**src/rtl/memory_stream_pkg.sv**
```systemverilog
// Shared types and constants for the memory stream arbiter and its register slice.
package memory_stream_pkg;

  localparam int DEF_DATA_WIDTH = 32;
  localparam int STRB_WIDTH     = DEF_DATA_WIDTH / 8;

  typedef enum logic [1:0] {
    IDLE   = 2'd0,
    GRANT0 = 2'd1,
    GRANT1 = 2'd2
  } arb_state_t;

  // Byte-strobe width for a given data width
  function automatic int strb_width(input int data_width);
    return data_width / 8;
  endfunction

endpackage

```
**src/rtl/axis_reg_slice.sv**
```systemverilog
// One-entry AXI-Stream register slice. The upstream side sees 'load' as its
// ready; a beat is taken whenever in_valid and load are both high. The same
// slice can sit on memory_wrapper's read side.
module axis_reg_slice #(
  parameter int WIDTH = 38
) (
  input  logic             gclk,
  input  logic             grst,
  input  logic             in_valid,
  input  logic [WIDTH-1:0] in_data,
  output logic             load,
  output logic             out_valid,
  output logic [WIDTH-1:0] out_data,
  input  logic             out_ready
);

  // Register is free when empty or being drained this cycle
  assign load = !out_valid || out_ready;

  // Capture a new beat, or drop valid once the held beat has been taken
  always_ff @(posedge gclk or posedge grst) begin
    if (grst) begin
      out_valid <= 1'b0;
      out_data  <= '0;
    end else if (load) begin
      out_valid <= in_valid;
      if (in_valid) out_data <= in_data;
    end
  end

endmodule

```
**src/rtl/memory_stream_arbiter.sv**
```systemverilog
// Packet-level round-robin arbiter: two AXI-Stream producers share one
// registered output stream into memory_wrapper. A grant lasts one packet.
// Optional macro ARB_STATS_EN adds per-requester packet counters.
module memory_stream_arbiter
  import memory_stream_pkg::*;
#(
  parameter int DATA_WIDTH = DEF_DATA_WIDTH,
  parameter int CNT_WIDTH  = 16
) (
  input  logic                       axis_aclk,
  input  logic                       axis_areset,
  input  logic [DATA_WIDTH-1:0]      s00_axis_tdata,
  input  logic [DATA_WIDTH/8-1:0]    s00_axis_tstrb,
  input  logic                       s00_axis_tvalid,
  input  logic                       s00_axis_tlast,
  output logic                       s00_axis_tready,
  input  logic [DATA_WIDTH-1:0]      s01_axis_tdata,
  input  logic [DATA_WIDTH/8-1:0]    s01_axis_tstrb,
  input  logic                       s01_axis_tvalid,
  input  logic                       s01_axis_tlast,
  output logic                       s01_axis_tready,
  output logic [DATA_WIDTH-1:0]      m00_axis_tdata,
  output logic [DATA_WIDTH/8-1:0]    m00_axis_tstrb,
  output logic                       m00_axis_tvalid,
  output logic                       m00_axis_tlast,
  output logic                       m00_axis_tid,
  input  logic                       m00_axis_tready
`ifdef ARB_STATS_EN
  ,
  output logic [CNT_WIDTH-1:0]       pkt_cnt0,
  output logic [CNT_WIDTH-1:0]       pkt_cnt1
`endif
);

  localparam int SW = strb_width(DATA_WIDTH);
  localparam int PW = DATA_WIDTH + SW + 2;   // {tid, tlast, tstrb, tdata}

  arb_state_t            state, state_nxt;
  logic                  last_grant, last_grant_nxt;
  logic                  load;
  logic                  sel_valid, sel_last, sel_id, accept;
  logic [DATA_WIDTH-1:0] sel_data;
  logic [SW-1:0]         sel_strb;
  logic [PW-1:0]         out_payload;

  // Route the granted requester's beat toward the output register
  always_comb begin
    sel_valid = 1'b0;
    sel_data  = s00_axis_tdata;
    sel_strb  = s00_axis_tstrb;
    sel_last  = s00_axis_tlast;
    sel_id    = 1'b0;
    case (state)
      GRANT0: sel_valid = s00_axis_tvalid;
      GRANT1: begin
        sel_valid = s01_axis_tvalid;
        sel_data  = s01_axis_tdata;
        sel_strb  = s01_axis_tstrb;
        sel_last  = s01_axis_tlast;
        sel_id    = 1'b1;
      end
      default: ;
    endcase
  end

  // Only the granted port sees ready; IDLE accepts nothing
  assign s00_axis_tready = (state == GRANT0) && load;
  assign s01_axis_tready = (state == GRANT1) && load;
  assign accept          = sel_valid && load;

  // Arbitration and packet-end detection
  always_comb begin
    state_nxt      = state;
    last_grant_nxt = last_grant;
    case (state)
      IDLE: begin
        if (s00_axis_tvalid && s01_axis_tvalid)
          state_nxt = last_grant ? GRANT0 : GRANT1;
        else if (s00_axis_tvalid)
          state_nxt = GRANT0;
        else if (s01_axis_tvalid)
          state_nxt = GRANT1;
      end
      GRANT0: begin
        if (accept && sel_last) begin
          state_nxt      = IDLE;
          last_grant_nxt = 1'b0;
        end
      end
      GRANT1: begin
        if (accept && sel_last) begin
          state_nxt      = IDLE;
          last_grant_nxt = 1'b1;
        end
      end
      default: state_nxt = IDLE;
    endcase
  end

  // State and round-robin history; last_grant=1 lets requester 0 win the first tie
  always_ff @(posedge axis_aclk or posedge axis_areset) begin
    if (axis_areset) begin
      state      <= IDLE;
      last_grant <= 1'b1;
    end else begin
      state      <= state_nxt;
      last_grant <= last_grant_nxt;
    end
  end

  axis_reg_slice #(.WIDTH(PW)) u_out_reg (
    .gclk      (axis_aclk),
    .grst      (axis_areset),
    .in_valid  (sel_valid),
    .in_data   ({sel_id, sel_last, sel_strb, sel_data}),
    .load      (load),
    .out_valid (m00_axis_tvalid),
    .out_data  (out_payload),
    .out_ready (m00_axis_tready)
  );

  assign {m00_axis_tid, m00_axis_tlast, m00_axis_tstrb, m00_axis_tdata} = out_payload;

`ifdef ARB_STATS_EN
  // Count completed packets per requester, wrapping naturally
  always_ff @(posedge axis_aclk or posedge axis_areset) begin
    if (axis_areset) begin
      pkt_cnt0 <= '0;
      pkt_cnt1 <= '0;
    end else if (accept && sel_last) begin
      if (sel_id) pkt_cnt1 <= pkt_cnt1 + 1'b1;
      else        pkt_cnt0 <= pkt_cnt0 + 1'b1;
    end
  end
`else
  logic unused_cnt_cfg;
  assign unused_cnt_cfg = |CNT_WIDTH;
`endif

endmodule

```
**config.mk**
```make
export PLATFORM = sky130hd
export DESIGN_NAME = memory_stream_arbiter
export DESIGN_NICKNAME = d
export VERILOG_FILES = /design/src/rtl/memory_stream_pkg.sv /design/src/rtl/axis_reg_slice.sv /design/src/rtl/memory_stream_arbiter.sv
export SDC_FILE = /design/constraint.sdc
export NUM_CORES = 1
export LEC_CHECK = 0
export CAP_MARGIN = 20
export CORE_UTILIZATION = 35
export CTS_CLUSTER_SIZE = 12
export DETAILED_ROUTE_END_ITERATION = 8
export PLACE_DENSITY_LB_ADDON = 0.15
export SLEW_MARGIN = 10
export SYNTH_ARGS = -nofsm -noshare
export SYNTH_HDL_FRONTEND = slang
export SYNTH_SLANG_ARGS = --single-unit
```
**constraint.sdc**
```tcl
create_clock -name axis_aclk -period 1.51 [get_ports axis_aclk]
set_input_delay 0.2265 -clock axis_aclk [delete_from_list [all_inputs] [get_ports axis_aclk]]
set_output_delay 0.2265 -clock axis_aclk [all_outputs]
set_load 0.1 [all_outputs]
```
==> results of run 1 <==
-- cell usage after synthesis, types with 2 or more instances --
library cell	instances
nand2_2	6
dfrtp_1	41
buf_2	2
clkbuf_2	3
and2_1	2
nand2b_1	2
mux2i_1	39
o21ai_2	11
o21ai_0	2
buf_6	2
buf_12	2
ha_1	3
nand2_1	34
inv_1	6
o21ai_1	25
buf_8	3
-- state kept, by name (all words and copies together), names as in the netlist --
signal               count
u_out_reg.out_data      38
u_out_reg.out_valid      1
state                    2
last_grant               1
-- per-layer routing --
metal  vias to the layer above  track usage [%]  routed length [µm]
met5                         -                0                   0
met4                         0             6.43                  82
met3                         7             3.60                 355
met2                        55             33.6                3910
met1                      1032             20.2                2870
li1                        992                -                   -
-- area by class of cell --
class,count,area (µm²),area share [%]
multi-input cells,138,1310,28.1
clock inverters,1,5.00,0.107
clock buffers,7,86.3,1.85
flip-flops and latches,42,1060,22.6
repair buffers,155,2090,44.9
well taps,75,93.8,2.01
inverters,6,22.5,0.483
-- worst max-delay path, stage by stage, from the launching register on --
cell	delay, ns
dfrtp_1	0.40
buf_6	0.12
ha_4	0.18
a22o_4	0.30
nand3_2	0.17
mux2_4	0.31
-- repair_timing --
action	4_1_cts	5_1_grt
pin swaps	3	28
gates resized for setup	10	70
cloned	0	14
endpoints found under the setup margin	9	43
buffers inserted	5	4
-- per-stage QoR --
stage / setup slack (ns) / util, % / area [µm²] / std cells / hold slack (ns)
floorplan: -0.0541 / - / 2200 / 196 / 0.376
global placement: -0.0209 / 65.8 / 3920 / 393 / 0.491
detailed placement: -0.0819 / 65.8 / 3920 / 393 / 0.497
CTS: -0.0788 / 68.7 / 4090 / 406 / 0.200
global route: -0.135 / 78.4 / 4670 / 424 / 0.216
finish: -0.0876 / 78.4 / 4670 / 424 / 0.202
-- cell families after synthesis --
| logic type | Yosys count | synth area share, % |
|---|---|---|
| multiplexers | 40 | 18.6 |
| flip-flops | 42 | 48.4 |
| adder cells (fa/ha/maj) | 3 | 1.73 |
| AO/OA/AOI/OAI | 44 | 13.5 |
| buffers and inverters | 19 | 7.48 |
| AND/OR/NAND/NOR | 48 | 10.2 |
-- worst paths after layout --
kind | start | to | slack [ns] | depth (start not counted)
max reg2reg | state[1] | u_out_reg.out_data[37] | -0.09 | 5
max | state[1] | u_out_reg.out_data[37] | -0.09 | 5
min reg2reg | last_grant | last_grant | 0.52 | 1
min in group axis_aclk | last_grant | last_grant | 0.52 | 1
max in group asynchronous | axis_areset | u_out_reg.out_valid | 0.87 | 3
min | axis_areset | u_out_reg.out_data[24] | 0.20 | 2
==> flow_summary.json, run 1 <==
{
  "numCtsBuffers": 5,
  "final_nets": 430,
  "antenna_cells": 0,
  "yosysWarnings": 0,
  "syn_area_per_cell_um2": 11.1,
  "grt_pass1_wl_um": 8930,
  "violations": "negative setup slack",
  "path_clk_slew_ns": 0.08,
  "layout_commonest_cell": "clkdlybuf4s50_1",
  "place_congestion": 0.793,
  "layout-drive-gt1-share_pct": 45.6,
  "slew_headroom_pct": 69.4,
  "area_growth_pct": 115,
  "status": "finished with violations",
  "grt_start_max_net_pins": 37,
  "cts_buffer_depth": 2,
  "slew_violations": 0,
  "via_per_inst": 4.92,
  "grt_pass1_vias": 1900,
  "fin_crit_sh_pct": 106,
  "gr-total-overflow": 0,
  "worstPathRequired_ns": 1.69,
  "grt_setup_unrepaired": "true",
  "wl_um": 7220,
  "ioPinCount": 120,
  "syn_area_um2": 2170,
  "worst-path-max-fanout": 6,
  "fp.dieW_um": 80.8,
  "dr.pass1.iters": 4,
  "hold_viol_final": 0,
  "drc": 0,
  "yosys.area.top_type": "dfrtp_1",
  "portBuffers": 119,
  "fin_tns_setup_ns": -1.76,
  "first_iter_violations": 65,
  "final_cell_mix": "clkdlybuf4s50_1, buf_12, dfrtp_1",
  "yosysTopAreaCellShare_pct": 47.2,
  "die_y_um": 80.8,
  "finalCriticalPeriod_ns": 1.60,
  "fmax_mhz": 626,
  "grt_usage_pct": 18.1,
  "setup_ws_ns": -0.0876,
  "start_util_pct": 36.5,
  "insertion_delay_ns": 0.29,
  "cts_hold_buffers": 0,
  "skew_ns": 0.00752,
  "ys_ff_latch": 42,
  "maxCapViolCount": 0,
  "yosysUniqueCellTypes": 29,
  "setup.worst_path.end_class": "flip-flop",
  "netlist_top_cells_area": "dfrtp_1, mux2i_1, nand2_1",
  "dpl.hpwl_um": 4500,
  "finalSetupViolations": 39,
  "synth-seq-area-share_pct": 48.4,
  "async_flop_share_pct": 100,
  "cts_tree": "built",
  "hp-class": "in -> async",
  "via_count": 2086,
  "worstSetupPathType": "reg -> reg",
  "critPathLaunchType": "flip-flop",
  "tightest_slew_ns": 0.457,
  "worstPathArrival_ns": 1.78,
  "htreeDepth": 2,
  "core_area_um2": 5960,
  "synth_edf_count": 0,
  "ant_nets": 0,
  "post_drt_wl_per_cell_um": 17.0,
  "die-area_um2": 6530,
  "synth_fp_nets": 278,
  "synth_top_flop_cell": "dfrtp_1",
  "syn_inst": 196,
  "cts.sinks": 42,
  "antenna_found_initial": 0,
  "fp-row-count": 28,
  "n_fill_cell": 381,
  "root_buffer": "clkbuf_8"
}
Power of run 1 is not shown: default switching activity piles up to over one toggle a cycle in this logic, so the estimate is an artifact.
==> inputs of run 2 (changes only) <==
==> constraint.sdc (replaced) <==
create_clock -name axis_aclk -period 1.4 [get_ports axis_aclk]
set_input_delay 0.21 -clock axis_aclk [delete_from_list [all_inputs] [get_ports axis_aclk]]
set_output_delay 0.21 -clock axis_aclk [all_outputs]
set_load 0.1 [all_outputs]
==> run 2 against run 1 <==
The run still ends with negative setup slack left. Wire length decreased by 14%. Fmax decreased by 2.0%. Cell count is 2.6% lower. Utilization decreased by 4.6 points. Largest cell class unchanged. Global-route usage up 1.2 points. First-iteration DRC count rose by 6.2%.
==> flow_summary.json, run 2 (synthesis results as in run 1) <==
{
  "status": "finished with violations",
  "violations": "negative setup slack",
  "htreeDepth": 2,
  "cts_tree": "built",
  "top_layer": "met4",
  "ant_nets": 0,
  "grt_usage_pct": 19.2,
  "wl_met1_um": 2560,
  "post_drt_wl_per_cell_um": 15.0,
  "start_util_pct": 36.5,
  "wl_met3_um": 396,
  "drc": 0,
  "cts_buffer_depth": 2,
  "worstPathRequired_ns": 1.57,
  "slew_violations": 0,
  "dr.pass1.iters": 4,
  "grt_pass1_vias": 1952,
  "final_cell_mix": "clkdlybuf4s50_1, buf_12, dfrtp_1",
  "fin_util_pct": 73.7,
  "portBuffers": 119,
  "setup_ws_ns": -0.231,
  "place_congestion": 0.843,
  "holdWs_ns": 0.264,
  "r2r_slack_ns": -0.23,
  "top_register": "u_out_reg.out_data",
  "final_nets": 419,
  "root_buffer": "clkbuf_8",
  "critPathLaunchType": "flip-flop",
  "grt_pass1_wl_um": 9490,
  "antenna_cells": 0,
  "antenna_found_initial": 0,
  "via_per_inst": 4.73,
  "insertion_delay_ns": 0.29,
  "die_y_um": 80.8,
  "finalCriticalPeriod_ns": 1.63,
  "regToRegStartpoint": "state[0]",
  "ioPinCount": 120,
  "maxCapViolCount": 0,
  "largest_register_ffs": 38,
  "fin_crit_sh_pct": 116,
  "slew_headroom_pct": 82.2,
  "numCtsBuffers": 5,
  "worstPathArrival_ns": 1.80,
  "first_iter_violations": 69,
  "path_clk_slew_ns": 0.08,
  "hold_viol_final": 0,
  "wl_um": 6180,
  "reg2reg_to": "u_out_reg.out_data[37]",
  "hp-class": "in -> async",
  "r2r_cells": 7,
  "dpl.hpwl_um": 4400,
  "skew_ns": 0.00681,
  "layout_commonest_cell": "clkdlybuf4s50_1",
  "gr-total-overflow": 0,
  "fp.dieW_um": 80.8,
  "grt_start_max_net_pins": 24,
  "wl_met2_um": 3170,
  "finalSetupViolations": 43,
  "via_count": 1953,
  "cts.sinks": 42,
  "dpl_worst_slack_ns": -0.225,
  "grt_setup_unrepaired": "true",
  "setup.worst_path.end_class": "flip-flop",
  "tightest_slew_ns": 0.259,
  "worstSetupPathType": "reg -> reg",
  "reg_top3": "u_out_reg.out_data (38), state (2)",
  "layout-drive-gt1-share_pct": 37.9,
  "fp-row-count": 28,
  "fmax_mhz": 613,
  "area_growth_pct": 102,
  "cts_hold_buffers": 0,
  "die-area_um2": 6530,
  "worst-path-max-fanout": 5,
  "core_area_um2": 5960
}
==> run 2: cell count changes in the layout (fill, tap and decap cells not counted), moves of 3 or more <==
cell       change
mux2i_4        -5
nand2_4        -9
nand2_1       +10
clkbuf_16      -6
buf_6          -8
o21ai_1        +7
mux2i_1        +5
buf_16         +3
o21ai_2        -7
==> run 2: worst max-delay path by stage <==
stage	cells after the start	endpoint	slack, ns	start
5_1_grt	9	u_out_reg.out_data[25]	-0.29	state[0]
6_report	7	u_out_reg.out_data[37]	-0.23	state[0]
3_3_place_gp	6	u_out_reg.out_data[6]	-0.17	state[0]
2_1_floorplan	7	u_out_reg.out_data[37]	-0.16	state[0]
3_5_place_dp	7	u_out_reg.out_data[8]	-0.22	state[0]
4_1_cts	5	s00_axis_tready	-0.24	state[0]
==> run 2: routing by layer <==
| layer | vias to the layer above | track usage (%) |
|---|---|---|
| met5 | - | 0 |
| met4 | 0 | 4.29 |
| met2 | 64 | 33.6 |
| met3 | 6 | 5.17 |
| li1 | 959 | - |
| met1 | 924 | 23.6 |
==> run 2: stage by stage <==
step                instances  TNS (ns)  instance area, µm²
floorplan                 196     -3.76                2220
global placement          393     -5.51                3920
detailed placement        393     -6.64                3920
CTS                       411     -8.66                4300
global route              413    -11.15                4390
finish                    413     -7.90                4390
==> run 2: final cells by class <==
cell class | count | area, µm²
Clock inverter | 2 | 60.1
Multi-Input combinational cell | 135 | 1100
Clock buffer | 6 | 82.6
Fill cell | 421 | 1560
Sequential cell | 42 | 1060
Tap cell | 75 | 93.8
Timing Repair Buffer | 147 | 1980
Inverter | 6 | 22.5
==> run 2: worst max-delay path, stage by stage, from the launching register on <==
cell and delay (ns):
dfrtp_1 0.37, inv_2 0.08, ha_4 0.18, buf_12 0.13, a22o_4 0.25, nand3_4 0.10, buf_12 0.13, mux2_4 0.29
==> run 2: repair_timing <==
action                     4_1_cts  5_1_grt
pin swaps                        9        6
resized for setup               23       15
setup endpoints to repair       43       43
cloned                           3        1
setup buffers                    7        1
Power of run 2 is left out for the same reason.
